### src/rtl/ex_hazard_pkg.sv
// ---------------------------------------------------------------------------
// ex_hazard_pkg
// Shared definitions for the EX-stage hazard / sequencing controller.
//   - Forwarding select encodings driven to the EX operand muxes.
//   - Controller FSM state type.
//   - Architectural zero register index (never a forwarding/hazard source).
// ---------------------------------------------------------------------------
package ex_hazard_pkg;

  localparam logic [1:0] FWD_RF    = 2'b00;  // operand from register file
  localparam logic [1:0] FWD_EXMEM = 2'b01;  // operand from EX/MEM ALU result
  localparam logic [1:0] FWD_MEMWB = 2'b10;  // operand from MEM/WB writeback

  localparam logic [4:0] REG_X0 = 5'd0;

  typedef enum logic [1:0] {
    RUN          = 2'd0,
    FREEZE       = 2'd1,
    FREEZE_REDIR = 2'd2
  } hz_state_t;

endpackage

### src/rtl/ex_hazard_ctrl_if.sv
// ---------------------------------------------------------------------------
// ex_hazard_ctrl_if
// Bundle between the pipeline datapath and the hazard controller.
//   ID fields   : valid_ID, rs1/rs2 address and "used" flags
//   EX fields   : rd_addr_EX, RegWrite_EX, MemRead_EX, Branch_EX, Jump_EX, zero_EX
//   MEM fields  : rd_addr_MEM, RegWrite_MEM, mem_wait
//   Controls    : stage enables, flushes, PC_src, forwarding selects
//   Statistics  : stall_cnt, flush_cnt (CNT_W wide, saturating)
// master = datapath side, slave = controller side.
// ---------------------------------------------------------------------------
interface ex_hazard_ctrl_if #(
  parameter int CNT_W = 16
);
  import ex_hazard_pkg::*;

  logic             valid_ID;
  logic [4:0]       rs1_addr_ID;
  logic [4:0]       rs2_addr_ID;
  logic             rs1_used_ID;
  logic             rs2_used_ID;
  logic [4:0]       rd_addr_EX;
  logic             RegWrite_EX;
  logic             MemRead_EX;
  logic             Branch_EX;
  logic             Jump_EX;
  logic             zero_EX;
  logic [4:0]       rd_addr_MEM;
  logic             RegWrite_MEM;
  logic             mem_wait;

  logic             PC_EN;
  logic             IFID_EN;
  logic             IDEX_EN;
  logic             EXMEM_EN;
  logic             IFID_flush;
  logic             IDEX_flush;
  logic             PC_src;
  logic [1:0]       fwd_A_sel;
  logic [1:0]       fwd_B_sel;
  logic [CNT_W-1:0] stall_cnt;
  logic [CNT_W-1:0] flush_cnt;

  modport master (
    output valid_ID, rs1_addr_ID, rs2_addr_ID, rs1_used_ID, rs2_used_ID,
           rd_addr_EX, RegWrite_EX, MemRead_EX, Branch_EX, Jump_EX, zero_EX,
           rd_addr_MEM, RegWrite_MEM, mem_wait,
    input  PC_EN, IFID_EN, IDEX_EN, EXMEM_EN, IFID_flush, IDEX_flush, PC_src,
           fwd_A_sel, fwd_B_sel, stall_cnt, flush_cnt
  );

  modport slave (
    input  valid_ID, rs1_addr_ID, rs2_addr_ID, rs1_used_ID, rs2_used_ID,
           rd_addr_EX, RegWrite_EX, MemRead_EX, Branch_EX, Jump_EX, zero_EX,
           rd_addr_MEM, RegWrite_MEM, mem_wait,
    output PC_EN, IFID_EN, IDEX_EN, EXMEM_EN, IFID_flush, IDEX_flush, PC_src,
           fwd_A_sel, fwd_B_sel, stall_cnt, flush_cnt
  );

endinterface

### src/rtl/ex_hazard_ctrl_fwd_sel_gen.sv
// ---------------------------------------------------------------------------
// fwd_sel_gen
// Combinational forwarding select for one EX operand, computed from the
// instruction currently in ID (it becomes the EX select once registered).
//   valid, addr, used      : ID instruction and this source operand
//   rd_ex, regwrite_ex,
//   memread_ex             : producer now in EX (will be in EX/MEM)
//   rd_mem, regwrite_mem   : producer now in MEM (will be in MEM/WB)
//   sel                    : FWD_RF / FWD_EXMEM / FWD_MEMWB
// ---------------------------------------------------------------------------
module fwd_sel_gen
  import ex_hazard_pkg::*;
(
  input  logic       valid,
  input  logic [4:0] addr,
  input  logic       used,
  input  logic [4:0] rd_ex,
  input  logic       regwrite_ex,
  input  logic       memread_ex,
  input  logic [4:0] rd_mem,
  input  logic       regwrite_mem,
  output logic [1:0] sel
);

  logic active;
  logic hit_ex;
  logic hit_mem;

  assign active = valid & used & (addr != REG_X0);

  // A load in EX cannot forward its data next cycle; that case is handled
  // by the load-use stall, after which the load matches as a MEM producer.
  assign hit_ex  = active & regwrite_ex & ~memread_ex & (rd_ex != REG_X0) & (rd_ex == addr);
  assign hit_mem = active & regwrite_mem & (rd_mem != REG_X0) & (rd_mem == addr);

  // Newer producer (EX) wins over the older one (MEM).
  always_comb begin
    sel = FWD_RF;
    if (hit_ex) begin
      sel = FWD_EXMEM;
    end else if (hit_mem) begin
      sel = FWD_MEMWB;
    end
  end

endmodule

### src/rtl/ex_hazard_ctrl.sv
// ---------------------------------------------------------------------------
// ex_hazard_ctrl
// Pipeline sequencing controller around the EX stage.
//   clk, rst : clock and synchronous active-high reset
//   bus      : ex_hazard_ctrl_if.slave (ID/EX/MEM hazard fields in,
//              stage enables, flushes, PC_src, forwarding selects and
//              saturating stall/flush counters out)
// Priority each cycle: rst > memory freeze > taken redirect > load-use stall.
// A redirect that resolves while frozen is remembered in FREEZE_REDIR and
// issued on the release cycle (EX is frozen, so its target is still valid).
// ---------------------------------------------------------------------------
module ex_hazard_ctrl
  import ex_hazard_pkg::*;
#(
  parameter int CNT_W = 16
) (
  input  logic              clk,
  input  logic              rst,
  ex_hazard_ctrl_if.slave   bus
);

  hz_state_t        state_reg, state_next;
  logic [1:0]       fwd_sel_reg  [2];
  logic [1:0]       fwd_sel_next [2];
  logic [CNT_W-1:0] stall_cnt_reg;
  logic [CNT_W-1:0] flush_cnt_reg;

  logic take;
  logic lu;
  logic pc_en, ifid_en, idex_en, exmem_en;
  logic ifid_flush, idex_flush, pc_src;
  logic stall_inc, flush_inc;

  // Per-operand ID source fields, indexed 0 = rs1 (A), 1 = rs2 (B).
  logic [4:0] src_addr [2];
  logic       src_used [2];

  assign src_addr[0] = bus.rs1_addr_ID;
  assign src_addr[1] = bus.rs2_addr_ID;
  assign src_used[0] = bus.rs1_used_ID;
  assign src_used[1] = bus.rs2_used_ID;

  genvar gi;
  generate
    for (gi = 0; gi < 2; gi++) begin : g_fwd
      fwd_sel_gen u_fwd_sel_gen (
        .valid        (bus.valid_ID),
        .addr         (src_addr[gi]),
        .used         (src_used[gi]),
        .rd_ex        (bus.rd_addr_EX),
        .regwrite_ex  (bus.RegWrite_EX),
        .memread_ex   (bus.MemRead_EX),
        .rd_mem       (bus.rd_addr_MEM),
        .regwrite_mem (bus.RegWrite_MEM),
        .sel          (fwd_sel_next[gi])
      );
    end
  endgenerate

  assign take = (bus.Branch_EX & bus.zero_EX) | bus.Jump_EX;

  assign lu = bus.valid_ID & bus.MemRead_EX & bus.RegWrite_EX &
              (bus.rd_addr_EX != REG_X0) &
              ((bus.rs1_used_ID & (bus.rs1_addr_ID == bus.rd_addr_EX)) |
               (bus.rs2_used_ID & (bus.rs2_addr_ID == bus.rd_addr_EX)));

  // Next state and stage controls. During rst the reset values are driven
  // so the pipeline sees "all enabled, nothing flushed" regardless of inputs.
  always_comb begin
    state_next = state_reg;
    pc_en      = 1'b1;
    ifid_en    = 1'b1;
    idex_en    = 1'b1;
    exmem_en   = 1'b1;
    ifid_flush = 1'b0;
    idex_flush = 1'b0;
    pc_src     = 1'b0;
    stall_inc  = 1'b0;
    flush_inc  = 1'b0;

    if (rst) begin
      state_next = RUN;
    end else begin
      case (state_reg)
        FREEZE_REDIR: begin
          if (bus.mem_wait) begin
            pc_en    = 1'b0;
            ifid_en  = 1'b0;
            idex_en  = 1'b0;
            exmem_en = 1'b0;
          end else begin
            pc_src     = 1'b1;
            ifid_flush = 1'b1;
            idex_flush = 1'b1;
            flush_inc  = 1'b1;
            state_next = RUN;
          end
        end
        RUN, FREEZE: begin
          if (bus.mem_wait) begin
            pc_en    = 1'b0;
            ifid_en  = 1'b0;
            idex_en  = 1'b0;
            exmem_en = 1'b0;
            // Only a fresh freeze from RUN can capture a pending redirect.
            if (state_reg == RUN && take) begin
              state_next = FREEZE_REDIR;
            end else begin
              state_next = state_reg;
            end
          end else begin
            // Release from FREEZE evaluates exactly like RUN this cycle.
            state_next = RUN;
            if (take) begin
              pc_src     = 1'b1;
              ifid_flush = 1'b1;
              idex_flush = 1'b1;
              flush_inc  = 1'b1;
            end else if (lu) begin
              pc_en      = 1'b0;
              ifid_en    = 1'b0;
              idex_flush = 1'b1;
              stall_inc  = 1'b1;
            end
          end
        end
        default: begin
          state_next = RUN;
        end
      endcase
    end
  end

  always_ff @(posedge clk) begin
    if (rst) begin
      state_reg <= RUN;
    end else begin
      state_reg <= state_next;
    end
  end

  // Forwarding selects follow the ID/EX register: bubble on flush,
  // capture on enable, hold while frozen.
  generate
    for (gi = 0; gi < 2; gi++) begin : g_fwd_reg
      always_ff @(posedge clk) begin
        if (rst) begin
          fwd_sel_reg[gi] <= FWD_RF;
        end else if (idex_flush) begin
          fwd_sel_reg[gi] <= FWD_RF;
        end else if (idex_en) begin
          fwd_sel_reg[gi] <= fwd_sel_next[gi];
        end
      end
    end
  endgenerate

  // Saturating event counters.
  always_ff @(posedge clk) begin
    if (rst) begin
      stall_cnt_reg <= '0;
      flush_cnt_reg <= '0;
    end else begin
      if (stall_inc && stall_cnt_reg != {CNT_W{1'b1}}) begin
        stall_cnt_reg <= stall_cnt_reg + 1'b1;
      end
      if (flush_inc && flush_cnt_reg != {CNT_W{1'b1}}) begin
        flush_cnt_reg <= flush_cnt_reg + 1'b1;
      end
    end
  end

  assign bus.PC_EN      = pc_en;
  assign bus.IFID_EN    = ifid_en;
  assign bus.IDEX_EN    = idex_en;
  assign bus.EXMEM_EN   = exmem_en;
  assign bus.IFID_flush = ifid_flush;
  assign bus.IDEX_flush = idex_flush;
  assign bus.PC_src     = pc_src;
  assign bus.fwd_A_sel  = fwd_sel_reg[0];
  assign bus.fwd_B_sel  = fwd_sel_reg[1];
  assign bus.stall_cnt  = stall_cnt_reg;
  assign bus.flush_cnt  = flush_cnt_reg;

endmodule

### src/flat_wrapper.sv
// flat-port wrapper written by rule: the top's interface ports become plain ports
module ex_hazard_ctrl_flat import ex_hazard_pkg::*;
#(
  parameter int CNT_W = 16
)
  (clk, rst, bus_valid_ID, bus_rs1_addr_ID, bus_rs2_addr_ID, bus_rs1_used_ID, bus_rs2_used_ID, bus_rd_addr_EX, bus_RegWrite_EX, bus_MemRead_EX, bus_Branch_EX, bus_Jump_EX, bus_zero_EX, bus_rd_addr_MEM, bus_RegWrite_MEM, bus_mem_wait, bus_PC_EN, bus_IFID_EN, bus_IDEX_EN, bus_EXMEM_EN, bus_IFID_flush, bus_IDEX_flush, bus_PC_src, bus_fwd_A_sel, bus_fwd_B_sel, bus_stall_cnt, bus_flush_cnt);
  ex_hazard_ctrl_if #(.CNT_W(CNT_W)) bus_i ();
  input  logic clk;
  input  logic rst;
  input wire logic [$bits(bus_i.valid_ID)-1:0] bus_valid_ID;
  input wire logic [$bits(bus_i.rs1_addr_ID)-1:0] bus_rs1_addr_ID;
  input wire logic [$bits(bus_i.rs2_addr_ID)-1:0] bus_rs2_addr_ID;
  input wire logic [$bits(bus_i.rs1_used_ID)-1:0] bus_rs1_used_ID;
  input wire logic [$bits(bus_i.rs2_used_ID)-1:0] bus_rs2_used_ID;
  input wire logic [$bits(bus_i.rd_addr_EX)-1:0] bus_rd_addr_EX;
  input wire logic [$bits(bus_i.RegWrite_EX)-1:0] bus_RegWrite_EX;
  input wire logic [$bits(bus_i.MemRead_EX)-1:0] bus_MemRead_EX;
  input wire logic [$bits(bus_i.Branch_EX)-1:0] bus_Branch_EX;
  input wire logic [$bits(bus_i.Jump_EX)-1:0] bus_Jump_EX;
  input wire logic [$bits(bus_i.zero_EX)-1:0] bus_zero_EX;
  input wire logic [$bits(bus_i.rd_addr_MEM)-1:0] bus_rd_addr_MEM;
  input wire logic [$bits(bus_i.RegWrite_MEM)-1:0] bus_RegWrite_MEM;
  input wire logic [$bits(bus_i.mem_wait)-1:0] bus_mem_wait;
  output wire logic [$bits(bus_i.PC_EN)-1:0] bus_PC_EN;
  output wire logic [$bits(bus_i.IFID_EN)-1:0] bus_IFID_EN;
  output wire logic [$bits(bus_i.IDEX_EN)-1:0] bus_IDEX_EN;
  output wire logic [$bits(bus_i.EXMEM_EN)-1:0] bus_EXMEM_EN;
  output wire logic [$bits(bus_i.IFID_flush)-1:0] bus_IFID_flush;
  output wire logic [$bits(bus_i.IDEX_flush)-1:0] bus_IDEX_flush;
  output wire logic [$bits(bus_i.PC_src)-1:0] bus_PC_src;
  output wire logic [$bits(bus_i.fwd_A_sel)-1:0] bus_fwd_A_sel;
  output wire logic [$bits(bus_i.fwd_B_sel)-1:0] bus_fwd_B_sel;
  output wire logic [$bits(bus_i.stall_cnt)-1:0] bus_stall_cnt;
  output wire logic [$bits(bus_i.flush_cnt)-1:0] bus_flush_cnt;
  assign bus_i.valid_ID = bus_valid_ID;
  assign bus_i.rs1_addr_ID = bus_rs1_addr_ID;
  assign bus_i.rs2_addr_ID = bus_rs2_addr_ID;
  assign bus_i.rs1_used_ID = bus_rs1_used_ID;
  assign bus_i.rs2_used_ID = bus_rs2_used_ID;
  assign bus_i.rd_addr_EX = bus_rd_addr_EX;
  assign bus_i.RegWrite_EX = bus_RegWrite_EX;
  assign bus_i.MemRead_EX = bus_MemRead_EX;
  assign bus_i.Branch_EX = bus_Branch_EX;
  assign bus_i.Jump_EX = bus_Jump_EX;
  assign bus_i.zero_EX = bus_zero_EX;
  assign bus_i.rd_addr_MEM = bus_rd_addr_MEM;
  assign bus_i.RegWrite_MEM = bus_RegWrite_MEM;
  assign bus_i.mem_wait = bus_mem_wait;
  assign bus_PC_EN = bus_i.PC_EN;
  assign bus_IFID_EN = bus_i.IFID_EN;
  assign bus_IDEX_EN = bus_i.IDEX_EN;
  assign bus_EXMEM_EN = bus_i.EXMEM_EN;
  assign bus_IFID_flush = bus_i.IFID_flush;
  assign bus_IDEX_flush = bus_i.IDEX_flush;
  assign bus_PC_src = bus_i.PC_src;
  assign bus_fwd_A_sel = bus_i.fwd_A_sel;
  assign bus_fwd_B_sel = bus_i.fwd_B_sel;
  assign bus_stall_cnt = bus_i.stall_cnt;
  assign bus_flush_cnt = bus_i.flush_cnt;
  ex_hazard_ctrl #(.CNT_W(CNT_W)) u_core (.clk(clk), .rst(rst), .bus(bus_i));
endmodule
### config.mk
export PLATFORM = sky130hd
export DESIGN_NAME = ex_hazard_ctrl_flat
export DESIGN_NICKNAME = d
export VERILOG_FILES = /design/src/rtl/ex_hazard_pkg.sv /design/src/rtl/ex_hazard_ctrl_if.sv /design/src/rtl/ex_hazard_ctrl_fwd_sel_gen.sv /design/src/rtl/ex_hazard_ctrl.sv /design/src/flat_wrapper.sv
export SDC_FILE = /design/constraint.sdc
export NUM_CORES = 1
export LEC_CHECK = 0
export ABC_AREA = 1
export ABC_CLOCK_PERIOD_IN_PS = 3300
export CAP_MARGIN = 40
export CORE_ASPECT_RATIO = 0.5
export CORE_UTILIZATION = 52
export DETAILED_ROUTE_END_ITERATION = 6
export GPL_TIMING_DRIVEN = 0
export PLACE_DENSITY = 0.95
export RECOVER_POWER = 50
export SLEW_MARGIN = 20
export SYNTH_ARGS = -nofsm -noshare
export SYNTH_HDL_FRONTEND = slang
export SYNTH_SLANG_ARGS = --single-unit
### constraint.sdc
create_clock -name clk -period 3.3 [get_ports clk]
set_input_delay 0.495 -clock clk [delete_from_list [all_inputs] [get_ports clk]]
set_output_delay 0.495 -clock clk [all_outputs]
set_load 0.05 [all_outputs]
==> results.toml <==
[worst_hold_path]
min_to = "u_core.bus.stall_cnt[15]"
hold_depth = 2
min_path_type = "flop to flop"
worstHoldStart = "u_core.bus.stall_cnt[15]"

[yosys]
synth_area_per_cell_sq_um = 6.99
yosysTopAreaCellShare_pct = 25.6
ys_types = 41
ys_ff_latch = 37
synth_edf_count = 4
netlist_top_cells_area = "dfxtp_1, nand2_1, nand3_1, inv_1, nor2_1"
synth_area_sq_mm = 0.00258
synth_common_cells = "nand2_1, inv_1, nor2_1"
yosysSeqAreaShare_pct = 30.3
yosysMostFrequentCell = "nand2_1"
synth_area_leader_cell = "dfxtp_1"
syn_inst = 369
yosysWarnings = 0
synth-async-reset-ratio_pct = 0
syn_nets = 403
synth_top_flop_cell = "dfxtp_1"

[detailed_routing]
vias_per_cell = 5.29
drt_first_pass_iters = 5
drc_errors = 0
drt_iter0_drc = 142
antenna_left = 0
vias = 2728
routed_wl_um = 6870
wl_per_cell_um = 13.3

[status]
status = "complete, no violations"

[cts]
numClockSinks = 37
post-cts-setup-buffers = 0
clk-insertion-delay-late_ns = 0.30
clk_pin_slew_ns = 0.08
cts_max_path_buffers = 2
cts_max_level = 2
postCtsHoldBufs = 0
clockRootBuffer = "clkbuf_8"
cts_tree = "done"
cts_buffers = 5

[grt]
grt_pass1_wl_um = 11300
grt_use_total_pct = 27.7
grt_pass1_vias = 2624
grt_max_degree = 13
gr-total-overflow = 0
antenna_found_initial = 0

[timing]
hold_viol_final = 0
worst_slack_ns = 0.0862
finalCritPeriodShare_pct = 97.4
timing.fmax_ghz = 0.311
rsz0062_at_grt = "no"
tightest_slew_ns = 0.667
max_slew_margin_pct = 55.5
drv_slew = 0
setup-tns-final_ns = 0
period_needed_ns = 3.21
setup_violations = 0
fin_skew_ns = 0.00683

[setup_path]
path_max_fanout = 4
crit_chain = "dlygate4sd3_1 > inv_2 > nand2_1 > nand2_1 > nor2_2 > nand4_1 > nand2_4 > a21oi_1 > nor2_1 > clkdlybuf4s50_1"
critPathArrivalTime_ns = 2.72
critPathSlowestCell = "clkdlybuf4s50_1"
worst_r2r_path_depth = 11
crit_type = "input pin to output port"
critPathRequiredTime_ns = 2.80
end_kind = "output port"
r2r_slack_ns = 1.09
crit_path_max_incr_delay_ns = 0.82
crit_path_start_kind = "input pin"
cpMostUsedCell = "nand2_1"
timing.rr.end = "u_core.bus.flush_cnt[7]"
r2r-start = "u_core.bus.flush_cnt[0]"

[finish]
layout.cells.non_filler = 516
layout-drive-gt1-share_pct = 7.78
design_area_sq_mm = 0.00343
nNetsFinal = 483
diodes = 0
area_growth_pct = 33.1

[power_and_ir_drop]
swShare_pct = 26.2
max-vdd-ir-drop_mv = 0.150
pwr-share-seq_pct = 43.9
internal_power_uw = 775
power.switching_uw = 275
leakage_uw = 0.00137
comb_power_share_pct = 16.2
p_clk_share_pct = 39.9
p_per_area_mw_per_mm2 = 306

[place]
portBuffers = 73
place_congestion = 0.960
placed_cells = 508
dpl_cell_area_sq_mm = 0.00339
dp_hpwl_um = 5260
place_ws_ns = -0.0344

[die]
initial_utilization_pct = 56.4
fp.dieW_um = 102
core_area_sq_mm = 0.00457
ioPinCount = 75
die_y_um = 51.8
dieArea_sq_mm = 0.00526
num_rows = 17

[job]
maxCapViolations = 0
[power groups by stage]
stage / Combinational, uW / Sequential (uW) / Clock (uW)
6_report: 170 / 461 / 419
5_1_grt: 182 / 462 / 441
4_1_cts: 178 / 461 / 420
3_5_place_dp: 177 / 472 / 0
3_3_place_gp: 173 / 472 / 0
2_1_floorplan: 85.9 / 486 / 0
[worst max-delay path: cells and delay by family]
kind                   cells  cell delay, ns
buffers and inverters      3            1.49
AND/OR/NAND/NOR            6            0.63
AO/OA/AOI/OAI              1            0.10
[logic make-up (layout without fill, tap and decap cells)]
group	after synthesis	count (layout)	share of synthesized area (%)
compound gates	55	55	11.7
buf+inv	63	144	11.2
simple gates	191	191	38.8
fa+ha+maj	2	2	0.971
flops	37	37	30.3
xor+xnor	21	21	7.14
[metrics by stage]
| stage | hold WS, ns | total power, uW | utilization (%) |
|---|---|---|---|
| final | 0.500 | 1050 | 75.0 |
| after global placement | 0.483 | 645 | 74.1 |
| after global routing | 0.553 | 1080 | 75.0 |
| after detailed placement | 0.491 | 649 | 74.1 |
| after CTS | 0.430 | 1060 | 76.7 |
| after floorplan | 0.655 | 571 | - |
[repair_timing]
action                                  CTS  global route
resized for setup                         1             1
endpoints found under the hold margin     0             0
endpoints found under the setup margin    1             1
[layout by cell type, fill, tap and decap left out, types with 5 or more instances in the layout]
cell type         n
a21oi_1          21
clkbuf_8          6
clkdlybuf4s50_1  50
dfxtp_1          33
dlygate4sd3_1    21
inv_1            45
nand2_1          72
nand3_1          34
nand4_1          11
nor2_1           40
nor3_1           14
nor4_1            5
o21ai_0          15
o21ai_1          11
xnor2_1           9
xor2_1           12
[routing by layer]
layer / routed length [um] / part of all wire, % / GRT usage, %
met2: 3480 / 51 / 51.5
met5: 0 / 0 / 0
met3: 357 / 5.2 / 4.97
met1: 2910 / 42 / 31.8
met4: 131 / 1.9 / 11.8
[worst max-delay path by stage]
stage / slack (ns) / cells past startpoint / start / end
CTS: 0.09 / 11 / bus_rd_addr_EX[3] / bus_IFID_EN
global placement: 0.04 / 12 / bus_rd_addr_EX[3] / bus_PC_EN
global route: 0.01 / 10 / bus_rd_addr_EX[3] / bus_IDEX_flush
finish: 0.09 / 10 / bus_rd_addr_EX[3] / bus_IDEX_flush
floorplan: 0.79 / 6 / rst / bus_PC_EN
detailed placement: -0.03 / 12 / bus_rs2_addr_ID[2] / bus_PC_EN
[layout make-up]
class	count	area, sq um
Buffer	10	71.3
Clock buffer	6	82.6
Clock inverter	2	36.3
Fill cell	353	1140
Inverter	53	208
Multi-Input combinational cell	269	1440
Sequential cell	37	781
Tap cell	66	82.6
Timing Repair Buffer	73	732
No activity file was read; power rests on OpenSTA's default activity.
